**src/rtl/mem_ctrl_if.sv**
```systemverilog
// mem_ctrl_if: core-side fetch and load/store request bundle for mem_ctrl
//   master (core): i_waiting, i_addr, d_waiting, d_wr, d_len, d_addr, d_value out;
//                  i_result, i_rdy, mem_result, mem_rdy in
//   slave (mem_ctrl): the mirror image
interface mem_ctrl_if;
  logic        i_waiting;
  logic [31:0] i_addr;
  logic [31:0] i_result;
  logic        i_rdy;
  logic        d_waiting;
  logic        d_wr;
  logic [2:0]  d_len;
  logic [31:0] d_addr;
  logic [31:0] d_value;
  logic [31:0] mem_result;
  logic        mem_rdy;
  modport master (
    output i_waiting, i_addr, d_waiting, d_wr, d_len, d_addr, d_value,
    input  i_result, i_rdy, mem_result, mem_rdy
  );
  modport slave (
    input  i_waiting, i_addr, d_waiting, d_wr, d_len, d_addr, d_value,
    output i_result, i_rdy, mem_result, mem_rdy
  );
endinterface

```
**src/rtl/mem_ctrl.sv**
```systemverilog
// mem_ctrl: serialises fetch and load/store requests onto a byte-wide RAM/IO port
//   clk_in, rst_in (async, active low), rdy_in (global freeze), RoB_clear (flush)
//   bus            : mem_ctrl_if.slave, core-side requests and completions
//   mem_din/mem_dout/mem_a/mem_wr : byte RAM/IO port, read data one cycle late
//   io_buffer_full : IO write back-pressure, honoured only with MEMCTRL_IO_STALL_EN
module mem_ctrl #(
  parameter logic [1:0] IO_SEL = 2'b11
) (
  input  logic        clk_in,
  input  logic        rst_in,
  input  logic        rdy_in,
  input  logic        RoB_clear,
  mem_ctrl_if.slave   bus,
  input  logic [7:0]  mem_din,
  output logic [7:0]  mem_dout,
  output logic [31:0] mem_a,
  output logic        mem_wr,
  input  logic        io_buffer_full
);
  localparam logic [2:0] IDLE = 3'd0, IFETCH = 3'd1, LOAD = 3'd2, STORE = 3'd3, DONE = 3'd4;
  logic [2:0]  state, step, n;
  logic [31:0] base, asm_q;
  logic        own_d, sgn, busy, stall;
  logic [1:0]  cap;
  assign busy = state == IFETCH || state == LOAD || state == STORE;
  // read data lags its address by one cycle, so the byte landing now belongs to step-1
  assign cap = step[1:0] - 2'd1;
`ifdef MEMCTRL_IO_STALL_EN
  assign stall = state == STORE && base[17:16] == IO_SEL && io_buffer_full;
`else
  logic unused_io;
  assign unused_io = io_buffer_full ^ (^IO_SEL);
  assign stall = 1'b0;
`endif
  always_ff @(posedge clk_in or negedge rst_in)
    if (!rst_in) begin
      state <= IDLE;
      step  <= 3'd0;
      n     <= 3'd0;
      base  <= 32'd0;
      asm_q <= 32'd0;
      own_d <= 1'b0;
      sgn   <= 1'b0;
    end else if (rdy_in) begin
      case (state)
        IDLE:
          if (bus.d_waiting) begin
            state <= bus.d_wr ? STORE : LOAD;
            own_d <= 1'b1;
            base  <= bus.d_addr;
            n     <= bus.d_len[1:0] == 2'd0 ? 3'd1 : bus.d_len[1:0] == 2'd1 ? 3'd2 : 3'd4;
            sgn   <= bus.d_len[2];
            asm_q <= bus.d_wr ? bus.d_value : 32'd0;
            step  <= 3'd0;
          end else if (bus.i_waiting) begin
            state <= IFETCH;
            own_d <= 1'b0;
            base  <= bus.i_addr;
            n     <= 3'd4;
            sgn   <= 1'b0;
            asm_q <= 32'd0;
            step  <= 3'd0;
          end
        IFETCH, LOAD:
          if (RoB_clear) state <= IDLE;
          else begin
            if (step != 3'd0) asm_q[{cap, 3'b000} +: 8] <= mem_din;
            step <= step + 3'd1;
            if (step == n) state <= DONE;
          end
        STORE:
          if (!stall) begin
            step <= step + 3'd1;
            if (step == n - 3'd1) state <= DONE;
          end
        default: state <= IDLE;
      endcase
    end
  assign mem_a    = busy ? base + {29'd0, step} : 32'd0;
  assign mem_dout = state == STORE ? asm_q[{step[1:0], 3'b000} +: 8] : 8'h00;
  assign mem_wr   = rdy_in && state == STORE && !stall;
  // pulses are gated by rdy_in so a frozen DONE cycle still yields a single completion
  assign bus.i_rdy      = rdy_in && state == DONE && !own_d;
  assign bus.mem_rdy    = rdy_in && state == DONE && own_d;
  assign bus.i_result   = asm_q;
  assign bus.mem_result = n == 3'd1 ? {{24{sgn & asm_q[7]}}, asm_q[7:0]} :
                          n == 3'd2 ? {{16{sgn & asm_q[15]}}, asm_q[15:0]} : asm_q;
endmodule
```
**src/flat_wrapper.sv**
```systemverilog
// flat-port wrapper written by rule: the top's interface ports become plain ports
module mem_ctrl_flat 
#(
  parameter logic [1:0] IO_SEL = 2'b11
)
  (clk_in, rst_in, rdy_in, RoB_clear, mem_din, mem_dout, mem_a, mem_wr, io_buffer_full, bus_i_waiting, bus_i_addr, bus_d_waiting, bus_d_wr, bus_d_len, bus_d_addr, bus_d_value, bus_i_result, bus_i_rdy, bus_mem_result, bus_mem_rdy);
  mem_ctrl_if bus_i ();
  input  logic clk_in;
  input  logic rst_in;
  input  logic rdy_in;
  input  logic RoB_clear;
  input  logic [7:0] mem_din;
  output logic [7:0] mem_dout;
  output logic [31:0] mem_a;
  output logic mem_wr;
  input  logic io_buffer_full;
  input wire logic [$bits(bus_i.i_waiting)-1:0] bus_i_waiting;
  input wire logic [$bits(bus_i.i_addr)-1:0] bus_i_addr;
  input wire logic [$bits(bus_i.d_waiting)-1:0] bus_d_waiting;
  input wire logic [$bits(bus_i.d_wr)-1:0] bus_d_wr;
  input wire logic [$bits(bus_i.d_len)-1:0] bus_d_len;
  input wire logic [$bits(bus_i.d_addr)-1:0] bus_d_addr;
  input wire logic [$bits(bus_i.d_value)-1:0] bus_d_value;
  output wire logic [$bits(bus_i.i_result)-1:0] bus_i_result;
  output wire logic [$bits(bus_i.i_rdy)-1:0] bus_i_rdy;
  output wire logic [$bits(bus_i.mem_result)-1:0] bus_mem_result;
  output wire logic [$bits(bus_i.mem_rdy)-1:0] bus_mem_rdy;
  assign bus_i.i_waiting = bus_i_waiting;
  assign bus_i.i_addr = bus_i_addr;
  assign bus_i.d_waiting = bus_d_waiting;
  assign bus_i.d_wr = bus_d_wr;
  assign bus_i.d_len = bus_d_len;
  assign bus_i.d_addr = bus_d_addr;
  assign bus_i.d_value = bus_d_value;
  assign bus_i_result = bus_i.i_result;
  assign bus_i_rdy = bus_i.i_rdy;
  assign bus_mem_result = bus_i.mem_result;
  assign bus_mem_rdy = bus_i.mem_rdy;
  mem_ctrl #(.IO_SEL(IO_SEL)) u_core (.clk_in(clk_in), .rst_in(rst_in), .rdy_in(rdy_in), .RoB_clear(RoB_clear), .bus(bus_i), .mem_din(mem_din), .mem_dout(mem_dout), .mem_a(mem_a), .mem_wr(mem_wr), .io_buffer_full(io_buffer_full));
endmodule
```
**config.mk**
```make
export PLATFORM = sky130hd
export DESIGN_NAME = mem_ctrl_flat
export DESIGN_NICKNAME = d
export VERILOG_FILES = /design/src/rtl/mem_ctrl_if.sv /design/src/rtl/mem_ctrl.sv /design/src/flat_wrapper.sv
export SDC_FILE = /design/constraint.sdc
export NUM_CORES = 1
export LEC_CHECK = 0
export ABC_CLOCK_PERIOD_IN_PS = 3700
export CORE_MARGIN = 2
export CORE_UTILIZATION = 40
export DETAILED_ROUTE_END_ITERATION = 8
export GPL_TIMING_DRIVEN = 0
export PLACE_DENSITY = 0.88
export RECOVER_POWER = 100
export SLEW_MARGIN = 10
export SYNTH_ARGS = -nofsm -noshare
export SYNTH_HDL_FRONTEND = slang
export SYNTH_SLANG_ARGS = --single-unit
```
**constraint.sdc**
```tcl
create_clock -name clk_in -period 3.7 [get_ports clk_in]
set_clock_uncertainty 0.15 [all_clocks]
set_input_delay 1.11 -clock clk_in [delete_from_list [all_inputs] [get_ports clk_in]]
set_output_delay 1.11 -clock clk_in [all_outputs]
set_load 0.005 [all_outputs]
```
==> results.md <==
* Peak VDD IR at 0.312 mV
* TritonCTS clock tree: yes
* Register-to-Register Path Depth at 9
* Longest Clk Path Bufs at 2
* Largest net degree at the start of global routing at 44
* # IOs at 222
* Final HPWL DP at 15.6 mm
* FF-to-FF Start: u_core.step[0]
* Setup crit end kind: primary output
* Layout net count at 978
* Post-DP Area at 8010 um^2
* CTS buffer count at 9
* Leading cell type by number of instances after synthesis: dfrtp_1
* Post-route setup TNS at -2.59 ns
* GP Congestion at 0.932
* Least-Margin Pin Slew at 1.92 ns
* Total power at 6.82 mW
* Syn_area_per_cell at 9.42 um^2
* Fin cells at 1035
* H-Tree Depth at 3
* Maxcap violations at 1
* Clk pwr share at 0.116
* Hold depth at 2
* P_int at 3.74 mW
* Post-synth top area cell: dfrtp_1
* Worst Path Required at 2.44 ns
* Total number of vias at 6361
* Floorplan row count at 43
* Crit path time final at 3.93 ns
* Initial Utilization at 0.405
* Number of DRC markers in iteration 0 at 779
* Synth Warn # at 0
* Fin util at 0.625
* Total nets after synthesis at 717
* Die H at 122 um
* Final hold violations at 0
* Final period util at 1.06
* Max Fclk at 0.254 GHz
* Power share of the sequential group at 0.252
* Antenna-violating nets left at 0
* Overflow after GRT at 0
* Sw frac at 0.452
* Critical path class: reg2out
* Ys async rst share at 1.00
* Ratio of cells with drive above 1 in the final layout at 0.206
* Dpl cells at 991
* Synth Cell Area at 5560 um^2
* Port Buffers at 220
* CTS sink cnt at 75
* Sw power at 3.08 mW
* Routed WL at 23.3 mm
* Levels on crit path at 9
* Max-slew violation count at 34
* Worst Path Max Fanout at 6
* Max-slew headroom at -0.279
* Clock Latency Late Sink at 0.35 ns
* # setup viols final at 23
* Min-delay src: u_core.own_d
* DR pass1 iterations at 5
* Post-synth EDFFs at 0
* Seq/Total Area, Yosys at 0.338
* Avg WL per Cell at 22.5 um
* CTS clk-pin slew, worst paths at 0.06 ns
* Cell chain of the critical path: ha_2 > inv_2 > fa_2 > nor2b_4 > buf_6 > o2111ai_4 > or4_4 > a21oi_2 > buf_2
* Initial antenna violation count at 1
* WP buf/inv at 3
* Post-synth top cells: dfrtp_1, a21oi_1, nor2_1
* Run status: complete, but fails checks
* Worst hold margin at 0.418 ns
* CP max stage cell: or4_4
* Filler cells at 1045
* Flops & latches, synth at 75
* Multi-input logic area at 3530 um^2
* Core area at 13700 um^2
* Register area at 1880 um^2
* Final instance area at 8580 um^2
* Power Density at 795 nW/um^2
* Failing checks: capacitance limit, slew limit, setup timing
* Gr usage total at 0.290
* First-pass GRT wire length at 33.0 mm
* Post-synthesis cell count at 590
* DRC Markers at 0
* Launch point of the worst path: u_core.step[0]
* Critical path's top delay family: simple AND/OR/NAND/NOR gates
* DIE WIDTH at 122 um
* Slowest stage delay, CP at 0.55 ns
* Gate power share at 0.632
* Layout area overhead at 54.3%
* DP Worst Slack at -0.861 ns
* Avg Vias per Cell at 6.15
* CP startpoint kind: flop
* Data arrival time at the worst-slack endpoint at 2.67 ns
* Top cell type's share of synthesized area at 0.338
* Root Buffer: clkbuf_16
* Top FF cell, synth: dfrtp_1
* Leak at 3.66 nW
* Worst Slack Setup Final at -0.234 ns
* Synth unique cells at 61
* Vias in the first global route at 5895
* Worst Hold Class: reg2reg
* Synth area leaders: dfrtp_1, mux2i_1, a21oi_1
* DIE AREA at 14900 um^2
* RSZ-0062 raised after global routing: true
-- final timing paths --
path	endpoint	slack (ns)
max	mem_a[26]	-0.23
min	u_core.own_d	0.42
max reg2reg	u_core.bus.i_result[7]	0.24
min reg2reg	u_core.own_d	0.42
max in group asynchronous	u_core.step[1]	0.29
min in group asynchronous	u_core.bus.i_result[4]	1.14
-- timing repair --
| action | 4_1_cts | 5_1_grt |
|---|---|---|
| setup buffers | 15 | 13 |
| gates cloned | 2 | 1 |
| hold buffers | 0 | 0 |
| setup endpoints to repair | 55 | 55 |
| resized for setup | 144 | 41 |
| pin swaps | 24 | 19 |
-- cell usage in the layout (no fill, tap or decap), drive strengths merged, types with 6 or more instances in the layout --
master           n
clkbuf          45
nand3           15
inv             24
a22oi            8
nand4            6
nor2b           13
mux2i           42
or3             10
mux2            25
nor2            50
a32o            26
buf             66
or4             13
o31ai           12
nand2           20
o21ai           42
dlygate4sd3     49
ha              11
xnor2            6
mux4             8
and3             6
dfrtp           75
a21oi           78
clkdlybuf4s50  144
-- kinds of logic (layout without fill, tap and decap cells) --
kind of cell / Yosys count / after routing / share of synthesized area
fa+ha+maj: 13 / 13 / 0.0302
other cells: 0 / 1 / 0
xor+xnor: 12 / 12 / 0.0227
flops: 75 / 75 / 0.338
simple gates: 157 / 157 / 0.154
buf+inv: 74 / 337 / 0.0619
mux: 75 / 75 / 0.175
compound gates: 184 / 185 / 0.219
-- area by class of cell --
class / count / share of cell area
buffer: 47 / 0.0319
inverter: 25 / 0.0114
tap: 180 / 0.0263
timing repair buffer: 251 / 0.270
multi-input combinational: 442 / 0.412
clock buffer: 10 / 0.0267
antenna: 1 / 0.000292
sequential: 75 / 0.219
clock inverter: 4 / 0.00233
-- tightest hold or removal path, delay by kind of cell (launching register included) --
kind / cells / cell delay (ns)
AOI/OAI and AO/OA: 1 / 0.08
buffers and inverters: 1 / 0.07
DFF: 1 / 0.37
-- layer usage --
layer	vias up	GRT usage	routed length, um
met2	453	0.456	11000
met4	0	0.147	1390
li1	2729	-	-
met1	3040	0.380	8880
met5	-	0	0
met3	139	0.0576	2050
-- registers in the layout, summed over array words and instances (netlist names) --
register	flops
u_core.n	3
u_core.base	32
u_core.bus.i_result	32
u_core.step	3
u_core.state	3
u_core.sgn	1
u_core.own_d	1
-- power by group through the flow --
stage,registers [mW],logic [mW],clock network [mW]
after floorplan,1.53,2.22,0
after global placement,1.66,3.99,0
after detailed placement,1.68,4.08,0
after CTS,1.68,4.20,0.772
after global routing,1.75,4.57,0.822
final,1.72,4.31,0.791
Power figures use the tool's default switching activity.
